## src/rtl/mem_access_ctrl.sv

```systemverilog
// Load/store/fetch sequencer between the CPU datapath and a single-port memory.
// Each access runs IDLE -> REQ -> WAIT -> DONE, with an optional ack timeout that raises a sticky error.
module mem_access_ctrl #(
  parameter int          DATA_W  = 32,
  parameter int          ADDR_W  = 32,
  parameter int          PC_W    = 8,
  parameter int          TIMEOUT = 15,
  parameter logic [3:0]  OP_LDR  = 4'b1101,
  parameter logic [3:0]  OP_STR  = 4'b1110
) (
  input  logic              Clk,
  input  logic              Reset,
  input  logic              start,
  input  logic [3:0]        op_code,
  input  logic [DATA_W-1:0] SR1,
  input  logic [DATA_W-1:0] SR2,
  input  logic [DATA_W-1:0] offset,
  input  logic [PC_W-1:0]   pc,
  output logic              mem_req,
  output logic              mem_rw,
  output logic [ADDR_W-1:0] mem_addr,
  output logic [DATA_W-1:0] mem_wdata,
  input  logic [DATA_W-1:0] mem_rdata,
  input  logic              mem_ack,
  output logic [DATA_W-1:0] data_reg,
  output logic              ldr_valid,
  output logic [DATA_W-1:0] instr,
  output logic              instr_valid,
  output logic              str_done,
  output logic              busy,
  output logic              error
);

  typedef enum logic [1:0] {S_IDLE, S_REQ, S_WAIT, S_DONE} state_t;
  typedef enum logic [1:0] {K_FETCH, K_LDR, K_STR} kind_t;

  localparam int SUM_W = (DATA_W > ADDR_W) ? DATA_W : ADDR_W;
  localparam int CNT_W = (TIMEOUT > 1) ? $clog2(TIMEOUT) : 1;
  localparam logic [CNT_W-1:0] CNT_LAST = CNT_W'((TIMEOUT > 0) ? TIMEOUT - 1 : 0);

  state_t            r_state, w_next;
  kind_t             r_kind, w_kind;
  logic [CNT_W-1:0]  r_cnt;
  logic [SUM_W-1:0]  w_sum;
  logic [ADDR_W-1:0] w_ls_addr;
  logic [ADDR_W-1:0] w_pc_addr;
  logic              w_expire;

  // Base is zero-extended, offset sign-extended; the sum wraps at ADDR_W.
  assign w_sum     = SUM_W'(SR1) + SUM_W'($signed(offset));
  assign w_ls_addr = w_sum[ADDR_W-1:0];
  assign w_pc_addr = ADDR_W'(pc);
  // r_cnt holds the number of ack-less WAIT cycles already seen.
  assign w_expire  = (TIMEOUT != 0) && (r_cnt == CNT_LAST);

  always_comb begin
    w_kind = K_FETCH;
    if (op_code == OP_LDR)      w_kind = K_LDR;
    else if (op_code == OP_STR) w_kind = K_STR;
  end

  always_ff @(posedge Clk) begin
    if (Reset) r_state <= S_IDLE;
    else       r_state <= w_next;
  end

  always_comb begin
    w_next = r_state;
    case (r_state)
      S_IDLE: if (start) w_next = S_REQ;
      S_REQ:  w_next = S_WAIT;
      S_WAIT: begin
        if (mem_ack)       w_next = S_DONE;
        else if (w_expire) w_next = S_IDLE;
      end
      S_DONE: w_next = S_IDLE;
      default: w_next = S_IDLE;
    endcase
  end

  always_comb begin
    mem_req     = (r_state == S_REQ);
    busy        = (r_state == S_REQ) || (r_state == S_WAIT);
    ldr_valid   = (r_state == S_DONE) && (r_kind == K_LDR);
    instr_valid = (r_state == S_DONE) && (r_kind == K_FETCH);
    str_done    = (r_state == S_DONE) && (r_kind == K_STR);
  end

  always_ff @(posedge Clk) begin
    if (Reset) begin
      r_kind    <= K_FETCH;
      r_cnt     <= '0;
      mem_rw    <= 1'b1;
      mem_addr  <= '0;
      mem_wdata <= '0;
      data_reg  <= '0;
      instr     <= '0;
      error     <= 1'b0;
    end else begin
      case (r_state)
        S_IDLE: begin
          if (start) begin
            r_kind <= w_kind;
            error  <= 1'b0;
            case (w_kind)
              K_LDR: begin
                mem_addr <= w_ls_addr;
                mem_rw   <= 1'b1;
              end
              K_STR: begin
                mem_addr  <= w_ls_addr;
                mem_rw    <= 1'b0;
                mem_wdata <= SR2;
              end
              default: begin
                mem_addr <= w_pc_addr;
                mem_rw   <= 1'b1;
              end
            endcase
          end
        end
        S_REQ: r_cnt <= '0;
        S_WAIT: begin
          if (mem_ack) begin
            if (r_kind == K_LDR)   data_reg <= mem_rdata;
            if (r_kind == K_FETCH) instr    <= mem_rdata;
          end else if (w_expire) begin
            error <= 1'b1;
          end else begin
            r_cnt <= r_cnt + 1'b1;
          end
        end
        default: ;
      endcase
    end
  end

endmodule
```

## config.mk

```make
export PLATFORM = sky130hd
export DESIGN_NAME = mem_access_ctrl
export DESIGN_NICKNAME = d
export VERILOG_FILES = /design/src/rtl/mem_access_ctrl.sv
export SDC_FILE = /design/constraint.sdc
export NUM_CORES = 1
export LEC_CHECK = 0
export ABC_CLOCK_PERIOD_IN_PS = 2100
export BUFFER_PORTS_ARGS = -buffer_cell sky130_fd_sc_hd__clkbuf_2
export CAP_MARGIN = 30
export CORE_ASPECT_RATIO = 0.8
export CORE_UTILIZATION = 30
export DETAILED_ROUTE_END_ITERATION = 12
export GPL_ROUTABILITY_DRIVEN = 0
export HOLD_SLACK_MARGIN = 0.1
export MAX_ROUTING_LAYER = met4
export PLACE_DENSITY = 0.61
export SYNTH_ARGS = -nofsm -noshare
export SYNTH_HDL_FRONTEND = slang
export SYNTH_SLANG_ARGS = --single-unit
```

## constraint.sdc

```tcl
create_clock -name Clk -period 2.1 [get_ports Clk]
set_input_delay 0.105 -clock Clk [delete_from_list [all_inputs] [get_ports Clk]]
set_output_delay 0.105 -clock Clk [all_outputs]
set_load 0.03 [all_outputs]
```

==> results of run 1 <==
==> worst max-delay path: cells and delay by family <==
| kind | cells | cell delay, ns |
|---|---|---|
| buffers and inverters | 3 | 0.39 |
| AOI/OAI and AO/OA | 6 | 1.23 |
| and+or+nand+nor | 1 | 0.11 |
| xor gates and xnor gates | 1 | 0.18 |
| adders and majority gates | 1 | 0.23 |
==> layer usage <==
metal / up-vias / GRT usage / share of wire
met5: - / - / 0
met4: 0 / 0.0601 / 0.019
met3: 31 / 0.0415 / 0.059
met2: 261 / 0.300 / 0.45
met1: 3263 / 0.243 / 0.47
li1: 3679 / - / -
==> logic make-up after synthesis <==
kind of cell | after synthesis | synth area share
AND/OR/NAND/NOR | 330 | 0.208
XOR/XNOR | 30 | 0.0393
flip-flops | 138 | 0.413
adder cells (fa/ha/maj) | 38 | 0.0723
buffers and inverters | 62 | 0.0361
AO/OA/AOI/OAI | 241 | 0.220
multiplexers | 7 | 0.0105
==> metrics by stage <==
stage / setup TNS (ns) / util
4_1_cts: 0 / 0.469
6_report: 0 / 0.469
5_1_grt: 0 / 0.469
2_1_floorplan: 0 / -
3_3_place_gp: -2.46 / 0.405
3_5_place_dp: -3.15 / 0.405
==> worst paths after layout <==
check	start	end	slack [ns]	depth (start not counted)
min reg2reg	mem_addr[15]$_SDFFE_PP0P_	mem_addr[15]$_SDFFE_PP0P_	0.45	2
max reg2reg	r_state[1]$_SDFFE_PP0P_	mem_addr[16]$_SDFFE_PP0P_	0.29	8
max	offset[0]	mem_addr[29]$_SDFFE_PP0P_	0.15	12
min	start	r_state[0]$_SDFFE_PP0P_	0.15	3
==> power by group <==
group	internal [mW]	leakage (nW)	switching, mW	total, mW
sequential	2.70	1.12	0.0543	2.76
combinational	0.704	3.15	0.914	1.62
clock	1.84	0.286	1.22	3.06
==> area by class of cell <==
cell class	count	area share
flip-flops and latches	138	0.272
clock inverters	13	0.0151
inverters	12	0.00443
multi-input cells	646	0.363
repair buffers	414	0.264
well taps	300	0.0369
clock buffers	19	0.0445
==> Yosys cell counts (3+ instances only) <==
cell / number / share of area
o211ai_1: 3 / 0.0034
nor2_1: 40 / 0.022
and4_1: 3 / 0.0039
o31ai_1: 3 / 0.0034
a21o_1: 17 / 0.019
a311oi_1: 4 / 0.0052
inv_1: 12 / 0.0067
nand2_1: 240 / 0.13
a211o_1: 3 / 0.0039
dfxtp_1: 138 / 0.41
xor2_1: 12 / 0.016
o21ai_0: 22 / 0.016
nand3_1: 4 / 0.0030
a211oi_1: 11 / 0.012
and3_1: 4 / 0.0037
nand4_1: 8 / 0.0075
xnor2_1: 18 / 0.024
nor3_1: 8 / 0.0060
and2_1: 3 / 0.0028
mux2i_1: 7 / 0.010
a21oi_1: 131 / 0.098
a31oi_1: 4 / 0.0037
a22oi_1: 4 / 0.0045
ha_1: 37 / 0.069
and3b_1: 3 / 0.0039
o21ai_1: 7 / 0.0052
a21oi_2: 3 / 0.0039
nand2b_1: 3 / 0.0028
o21bai_1: 9 / 0.010
nor2b_1: 4 / 0.0037
clkbuf_1: 47 / 0.026
o21a_1: 6 / 0.0067
==> repair_timing <==
item,CTS,global route
endpoints found under the hold margin,110,0
setup endpoints to repair,0,1
gates resized for setup,0,1
hold buffers,77,0
==> key figures, run 1 <==
Synth
  – Post-Synthesis Cells: 846
  – Number of synthesized register bits: 138
  – Library cells used by synthesis: 57
  – EDFF count, synth: 0
  – Share of synthesized registers carrying an async set or reset: 0
  – Sequential cell area fraction in the yosys report: 0.413
  – Synthesized netlist net count: 1028
  – Syn. warnings: 0
  – Post-Syn Area per Cell: 7.90 um^2
  – Cell area after technology mapping: 6680 um^2
  – Ys flop type: dfxtp_1

Placed design
  – Post-place setup slack: -0.272 ns
  – DPL Wire Length: 15200 um
  – Area after DPL: 8780 um^2
  – # placed instances: between 1000 and 1500
  – Number of buffers inserted by port buffering: 278

Detailed routing
  – Number of nets with antenna violations after routing: 0
  – Overall routed net length: 21200 um
  – Per-cell routed wire length: 13.8 um
  – Violation count after the first detailed-route iteration: 459
  – Via-to-Cell Ratio: 4.69
  – Number of iterations in the first detailed-routing pass: 5
  – Drc violations: 0
  – DR vias: 7234

Clock tree
  – Count of clock tree sinks: 138
  – Setup Buffers After CTS: 0
  – Worst skew pair latency: 0.42 ns
  – Buffer cell driving the clock tree root: clkbuf_16
  – TritonCTS clock tree: yes
  – Number of buffers on the longest clock path: 2
  – Clock buffer count from CTS: 17
  – Register clock-pin slew on the reported worst setup and hold paths: 0.06 ns
  – H-tree levels: 4

Timing
  – Max_slew headroom: 0.604
  – Least setup slack across all paths after layout: 0.153 ns
  – RSZ-0062 raised after global routing: false
  – Count of final max-slew check failures: 0
  – Max Freq: 514 MHz
  – Worst clock skew on the final layout: 0.0112 ns
  – Number of hold-slack violations in the final timing report: 0
  – Final setup fails: 0
  – Final-layout worst hold slack: 0.148 ns
  – Transition time at the pin with the least slew margin: slightly below 0.6 ns
  – Share of the clock period used by the worst path: 0.927
  – Tmin final: 1.95 ns

Critical path
  – Critical Path Sink Type: flip-flop
  – Data required time at the worst endpoint: between 2 and 2.5 ns
  – Highest net fanout along the worst path: 4
  – Max stage delay on crit path: 0.28 ns
  – Worst setup SP type: input pin
  – CP Cell Sequence: clkbuf_2, ha_1, buf_4, a211oi_1, buf_4, o21ai_2, a211oi_1, o21a_1, nor4b_1, o32ai_2, xor2_1, o21ai_1
  – Cell with the largest stage delay on the worst path: a211oi_1
  – WS Path Type: in -> reg
  – Critical Path AT: 2.26 ns

Global route
  – GRT Resource Usage Total: 0.190
  – Antenna violations before repair: 0
  – Overflow left after global routing: 0
  – Pin count of the biggest net entering global routing: 94
  – Vias in the first global route: 6829
  – Wire length of the first global-routing pass: 33900 um

Floorplan
  – Core box area: 21700 um^2
  – Horizontal extent of the die: ~170 um
  – Die Area: 22900 um^2
  – DIE HEIGHT: roughly 140 um
  – Total I/O pin count: 279
  – Effective utilization at floorplan: 0.308
  – Number of cell rows: 48

Power and ir drop
  – Overall Power: 7.44 mW
  – Leakage component of the power: 4.55 nW
  – Total power divided by cell area: around 730 nW/um^2
  – Max rail drop VDD: between 0.5 and 0.6 mV

Layout
  – Most frequent cells in the layout: clkbuf_2, nand2_1, dfxtp_1
  – Fin cells: 1542
  – Finished Cell Area: 10200 um^2
  – Layout cells sized above 1: 0.312
  – Number of fill cells: roughly 2200
  – Final net count: about 1400
  – Syn-to-layout area delta: 52.2%
  – Antenna cells: 0
  – Sequential standard cell area: around 2800 um^2
  – Area of the multi-input gates: ~3700 um^2
  – Most common library cell in the layout ignoring fill and taps: clkbuf_2

Status
  – Outcome: finished, final reports clean

Flow run
  – Number of max-capacitance violations reported: 0

Min path
  – Tightest Hold Check Type: in -> reg
Power figures use the tool's default switching activity.
==> run 2, diff against run 1 <==
- BUFFER_PORTS_ARGS: -buffer_cell sky130_fd_sc_hd__clkbuf_2 -> not set
- DONT_BUFFER_PORTS: not set -> 1
- PLACE_DENSITY: 0.61 -> 0.5
==> run 2 against run 1 <==
Net effect: final area fell by 14%; critical endpoint is now mem_addr[1]$_SDFFE_PP0P_; routed wire length fell by 5.0%; sequential share of layout area rose by 4.3 points; clock power fell by 7.8%; first-iteration DRC count fell by 10%; clock skew barely moved; worst hold slack got worse by 0.015 ns; final cell count fell by 18%; sequential power rose by 7%; highest routed layer unchanged; register-to-register slack got worse by 0.16 ns; die area did not move.
==> key figures, run 2 (same netlist as run 1, synthesis figures left out) <==
Power and ir drop
  – Max rail drop VDD: 0.521 mV (+1.9%)
  – Leakage component of the power: 3.34 nW (-27%)
  – Total power divided by cell area: 801 nW/um^2 (+9.5%)

Clock tree
  – Register clock-pin slew on the reported worst setup and hold paths: 0.06 ns (about the same)
  – Clock buffer count from CTS: 17 (unchanged)
  – Number of buffers on the longest clock path: 2 (unchanged)
  – Worst skew pair latency: 0.42 ns (about the same)
  – H-tree levels: 4 (unchanged)
  – Count of clock tree sinks: 138 (unchanged)
  – TritonCTS clock tree: yes
  – Setup Buffers After CTS: 0 (unchanged)
  – Buffer cell driving the clock tree root: clkbuf_16

Critical path
  – Startpoint of the worst-slack reg-to-reg timing path: r_state[1]$_SDFFE_PP0P_
  – Critical Path Start: r_state[1]$_SDFFE_PP0P_
  – Critical Path AT: 2.33 ns (+0.07 ns)
  – R2R cell count: 7 (-1)
  – Endpoint of the worst-slack reg-to-reg timing path: mem_addr[1]$_SDFFE_PP0P_
  – Highest net fanout along the worst path: 16 (+12)
  – Worst setup path end: mem_addr[1]$_SDFFE_PP0P_
  – Worst setup SP type: flip-flop
  – Register-to-register setup slack: 0.13 ns (-0.16 ns)
  – Critical Path Sink Type: flip-flop
  – WS Path Type: reg -> reg
  – Data required time at the worst endpoint: 2.46 ns (+0.05 ns)

Timing
  – Count of final max-slew check failures: 0 (unchanged)
  – Final-layout worst hold slack: 0.133 ns (-0.0149 ns)
  – Share of the clock period used by the worst path: 0.939 (+0.0119)
  – Max_slew headroom: 0.636 (+0.0314)
  – Final setup fails: 0 (unchanged)
  – Tmin final: 1.97 ns (+0.0250 ns)
  – Max Freq: 507 MHz (-1.3%)
  – Number of hold-slack violations in the final timing report: 0 (unchanged)
  – RSZ-0062 raised after global routing: false
  – Transition time at the pin with the least slew margin: 0.546 ns (-0.0394 ns)
  – Worst clock skew on the final layout: 0.0108 ns (-0.000351 ns)

Detailed routing
  – Violation count after the first detailed-route iteration: 413 (-10%)
  – Via-to-Cell Ratio: 4.91 (+4.7%)
  – Overall routed net length: 20200 um (-5.0%)
  – DR vias: 6225 (-14%)
  – Number of nets with antenna violations after routing: 0 (unchanged)
  – Per-cell routed wire length: 15.9 um (+16%)
  – Number of iterations in the first detailed-routing pass: 4 (-1)
  – Drc violations: 0 (unchanged)

Layout
  – Syn-to-layout area delta: 31.5%
  – Layout cells sized above 1: 0.114 (-0.199)
  – Final net count: 1136 (-19%)
  – Final Core Density: 0.405 (-0.0638)
  – Most common library cell in the layout ignoring fill and taps: nand2_1
  – Most frequent cells in the layout: nand2_1, dfxtp_1, a21oi_1
  – Antenna cells: 0 (unchanged)

Floorplan
  – Horizontal extent of the die: 169 um (unchanged)
  – DIE HEIGHT: 135 um (unchanged)
  – Number of cell rows: 48 (unchanged)
  – Die Area: 22900 um^2 (unchanged)
  – Total I/O pin count: 279 (unchanged)
  – Core box area: 21700 um^2 (unchanged)
  – Effective utilization at floorplan: 0.308 (unchanged)

Global route
  – GRT Resource Usage Total: 0.181 (-0.00953)
  – Wire length of the first global-routing pass: 31500 um (-6.9%)
  – Vias in the first global route: 5941 (-13%)
  – Antenna violations before repair: 0 (unchanged)
  – Pin count of the biggest net entering global routing: 107 (+14%)
  – Overflow left after global routing: 0 (unchanged)

Placed design
  – Number of buffers inserted by port buffering: 0 (-100%)
  – DPL Wire Length: 14200 um (-6.7%)

Min path
  – Tightest Hold Check Type: in -> reg
  – Instance count along the most critical hold path: 4 (+1)

Status
  – Outcome: finished, final reports clean

Flow run
  – Number of max-capacitance violations reported: 0 (unchanged)
run 2: power breakdown:
| group | internal, mW | total (mW) | switching, mW |
|---|---|---|---|
| clock | 1.57 | 2.82 | 1.25 |
| combinational | 0.598 | 1.28 | 0.679 |
| sequential | 2.71 | 2.94 | 0.231 |
| total | 4.87 | 7.03 | 2.16 |
run 2: repair_timing:
action | CTS | global route
endpoints found under the hold margin | 121 | 0
hold buffers | 89 | 0
resized for setup | 0 | 11
setup endpoints to repair | 0 | 9
run 2: how the worst min path moves through the flow:
stage	startpoint	end	slack (ns)
finish	start	r_kind[1]$_SDFFE_PP0P_	0.13
floorplan	mem_rdata[0]	instr[0]$_SDFFE_PP0P_	0.24
detailed placement	Reset	mem_addr[9]$_SDFFE_PP0P_	0.21
global placement	Reset	mem_addr[9]$_SDFFE_PP0P_	0.21
CTS	SR1[21]	mem_addr[21]$_SDFFE_PP0P_	0.11
global route	Reset	mem_addr[26]$_SDFFE_PP0P_	0.16
run 2: final cells by class:
type                       count  area [um^2]
clock buffer                  19          443
clock inverter                13          109
fill                        2265        12900
inverter                      12         45.0
multi-input combinational    646         3720
sequential                   138         2760
tap                          300          375
timing repair buffer         139         1330
run 2: worst max-delay path, stage by stage, from the launching register on:
cell	delay, ns
dfxtp_1	0.34
inv_1	0.12
ha_2	0.22
and2_1	0.18
buf_6	0.18
nor2_1	0.05
a211oi_1	0.23
dlygate4sd3_1	0.59
run 2: metal layers:
layer / part of all wire / wire, um / track usage / up-vias
li1: - / - / - / 3121
met1: 0.45 / 9040 / 0.219 / 2854
met2: 0.44 / 8920 / 0.276 / 222
met3: 0.092 / 1860 / 0.0649 / 28
met4: 0.018 / 372 / 0.0641 / 0
met5: 0 / 0 / - / -
run 2: per-stage QoR:
| step | instances | instance area (um^2) | TNS [ns] | setup WS [ns] | power, mW |
|---|---|---|---|---|---|
| 2_1_floorplan | 846 | 6690 | 0 | 0.0137 | 3.74 |
| 3_3_place_gp | 1146 | 7290 | -1.27 | -0.156 | 4.04 |
| 3_5_place_dp | 1146 | 7290 | -1.53 | -0.168 | 4.04 |
| 4_1_cts | 1267 | 8750 | 0 | 0.0307 | 7.10 |
| 5_1_grt | 1267 | 8780 | 0 | 0.000361 | 7.39 |
| 6_report | 1267 | 8780 | 0 | 0.128 | 7.03 |
==> run 3, diff against run 2 <==
- CELL_PAD_IN_SITES_DETAIL_PLACEMENT: not set -> 2
- CELL_PAD_IN_SITES_GLOBAL_PLACEMENT: not set -> 2
- PLACE_DENSITY: 0.5 -> 0.81
- RECOVER_POWER: not set -> 50
==> run 3 against run 2 <==
Net effect: the run now ends with negative hold slack left; non-clock buffer count down 41; final cell count fell by 3.2%; flip-flop and latch count is the same; core utilization down 1.8 points; maximum frequency shrank 4.2%; routed wire length up 21%; critical path depth unchanged; final area is 4.4% lower; critical path type unchanged; critical endpoint is now mem_addr[0]$_SDFFE_PP0P_; largest power group is now clock; highest routed layer unchanged.
==> key figures, run 3 (same netlist as run 1, synthesis figures left out) <==
Clock tree
  – Number of buffers on the longest clock path: 2 (unchanged)
  – Buffer cell driving the clock tree root: clkbuf_16
  – Worst skew pair latency: 0.42 ns (about the same)
  – Clock buffer count from CTS: 17 (unchanged)
  – Count of clock tree sinks: 138 (unchanged)
  – H-tree levels: 4 (unchanged)
  – TritonCTS clock tree: yes
  – Register clock-pin slew on the reported worst setup and hold paths: 0.07 ns (about the same)

Placed design
  – DPL Wire Length: 17100 um (+21%)
  – Post-place setup slack: -0.234 ns (-0.0665 ns)
  – Area after DPL: 7300 um^2 (+0.17%)
  – Number of buffers inserted by port buffering: 0 (unchanged)

Detailed routing
  – Number of iterations in the first detailed-routing pass: 4 (unchanged)
  – Violation count after the first detailed-route iteration: 265 (-36%)
  – Number of nets with antenna violations after routing: 0 (unchanged)
  – Drc violations: 0 (unchanged)
  – DR vias: 6419 (+3.1%)
  – Overall routed net length: 24400 um (+21%)
  – Via-to-Cell Ratio: 5.24 (+6.6%)
  – Per-cell routed wire length: 19.9 um (+25%)

Global route
  – GRT Resource Usage Total: 0.209 (+0.0286)
  – Antenna violations before repair: 0 (unchanged)
  – Vias in the first global route: 6581 (+11%)
  – Wire length of the first global-routing pass: 36400 um (+15%)
  – Pin count of the biggest net entering global routing: 121 (+13%)
  – Overflow left after global routing: 0 (unchanged)

Critical path
  – Critical Path Start: r_state[1]$_SDFFE_PP0P_
  – R2R cell count: 7 (unchanged)
  – WP buf/inv: 4 (+1)
  – Critical Path AT: 2.43 ns (+0.10 ns)
  – Register-to-register setup slack: 0.04 ns (-0.09 ns)
  – Worst setup path end: mem_addr[0]$_SDFFE_PP0P_
  – WS Path Type: reg -> reg
  – Cell with the largest stage delay on the worst path: dlygate4sd3_1
  – Cell family contributing the most delay on the critical path: buffers and inverters
  – Number of stages on the worst setup path: 7 (unchanged)
  – Max stage delay on crit path: 0.57 ns (-0.02 ns)
  – Highest net fanout along the worst path: 8 (-8)
  – Worst setup SP type: flip-flop
  – Startpoint of the worst-slack reg-to-reg timing path: r_state[1]$_SDFFE_PP0P_
  – Endpoint of the worst-slack reg-to-reg timing path: mem_addr[0]$_SDFFE_PP0P_
  – Data required time at the worst endpoint: 2.47 ns (about the same)
  – CP Cell Sequence: inv_1, ha_2, and2_1, buf_2, buf_4, a211oi_1, dlygate4sd3_1
  – Critical Path Sink Type: flip-flop

Timing
  – Count of final max-slew check failures: 0 (unchanged)
  – Share of the clock period used by the worst path: 0.980 (+0.0408)
  – Transition time at the pin with the least slew margin: 0.596 ns (+0.0498 ns)
  – Max_slew headroom: 0.602 (-0.0332)
  – Final setup fails: 0 (unchanged)
  – Worst clock skew on the final layout: 0.00820 ns (-0.00262 ns)
  – Total negative slack for setup checks: 0 ns (unchanged)
  – Tmin final: 2.06 ns (+0.0857 ns)
  – RSZ-0062 raised after global routing: true
  – Max Freq: 486 MHz (-4.2%)
  – Least setup slack across all paths after layout: 0.0420 ns (-0.0857 ns)
  – Number of hold-slack violations in the final timing report: 106 (+106)
  – Final-layout worst hold slack: -0.240 ns (-0.373 ns)

Layout
  – Syn-to-layout area delta: 25.6%
  – Finished Cell Area: 8390 um^2 (-4.4%)
  – Number of fill cells: 2457 (+8.5%)
  – Area of the multi-input gates: 3740 um^2 (+0.37%)
  – Final Core Density: 0.387 (-0.0180)
  – Most frequent cells in the layout: nand2_1, dfxtp_1, a21oi_1
  – Final net count: 1095 (-3.6%)
  – Most common library cell in the layout ignoring fill and taps: nand2_1
  – Antenna cells: 0 (unchanged)
  – Sequential standard cell area: 2760 um^2 (unchanged)
  – Layout cells sized above 1: 0.119 (+0.00504)

Floorplan
  – Horizontal extent of the die: 169 um (unchanged)
  – Number of cell rows: 48 (unchanged)
  – Core box area: 21700 um^2 (unchanged)
  – Effective utilization at floorplan: 0.308 (unchanged)
  – DIE HEIGHT: 135 um (unchanged)
  – Die Area: 22900 um^2 (unchanged)
  – Total I/O pin count: 279 (unchanged)

Power and ir drop
  – Clk network pwr share: 0.414 (+0.013)
  – Comb power frac: 0.176 (-0.005)
  – Switching share of power: 0.324 (+0.0172)
  – Cell-internal power: 4.84 mW (-0.72%)
  – Sequential Power Share: 0.410 (-0.007)
  – Power dissipated by switching net loads: 2.32 mW (+7.5%)
  – Max rail drop VDD: 0.481 mV (-7.7%)
  – Leakage component of the power: 3.18 nW (-4.8%)
  – Total power divided by cell area: 853 nW/um^2 (+6.6%)

Flow run
  – Number of max-capacitance violations reported: 0 (unchanged)

Status
  – Outcome: complete, but fails checks
  – Violated checks: negative hold slack

Min path
  – Tightest Hold Check Type: in -> reg
run 3: through the flow:
step	instances	power (mW)
2_1_floorplan	846	3.74
3_3_place_gp	1146	4.04
3_5_place_dp	1146	4.08
4_1_cts	1196	7.13
5_1_grt	1226	7.46
6_report	1226	7.16
run 3: routing by layer:
metal  global-route usage  part of all wire  up-vias
met3               0.0622             0.076       32
met1                0.244              0.43     3148
met2                0.346              0.47      202
met5                    -                 0        -
met4               0.0667             0.016        0
li1                     -                 -     3037
run 3: power by group through the flow:
stage	clock, mW	combinational, mW	sequential, mW
floorplan	0	0.784	2.96
global placement	0	1.05	2.99
detailed placement	0	1.09	2.99
CTS	3.04	1.16	2.93
global route	3.15	1.37	2.95
finish	2.97	1.26	2.94
run 3: final cells by class:
class | instances | share of cell area
well taps | 300 | 0.0447
repair buffers | 98 | 0.107
inverters | 12 | 0.00537
multi-input cells | 646 | 0.445
clock inverters | 15 | 0.0173
flip-flops and latches | 138 | 0.329
clock buffers | 17 | 0.0507
run 3: how the worst min path moves through the flow:
stage                 start  cells after the start                          to  slack (ns)
3_5_place_dp          Reset                      1    mem_addr[9]$_SDFFE_PP0P_        0.21
4_1_cts               Reset                      1   mem_wdata[6]$_SDFFE_PP0P_       -0.25
6_report              Reset                      1    mem_addr[9]$_SDFFE_PP0P_       -0.24
3_3_place_gp          Reset                      1  mem_wdata[10]$_SDFFE_PP0P_        0.21
2_1_floorplan  mem_rdata[0]                      2       instr[0]$_SDFFE_PP0P_        0.24
5_1_grt               Reset                      1    mem_addr[9]$_SDFFE_PP0P_       -0.26
run 3: what timing repair did:
| item | in CTS | in global routing |
|---|---|---|
| setup endpoints to repair | 0 | 10 |
| hold endpoints to repair | 120 | 106 |
| resized for setup | 0 | 13 |
| hold buffers | 18 | 28 |
| setup buffers | 0 | 1 |
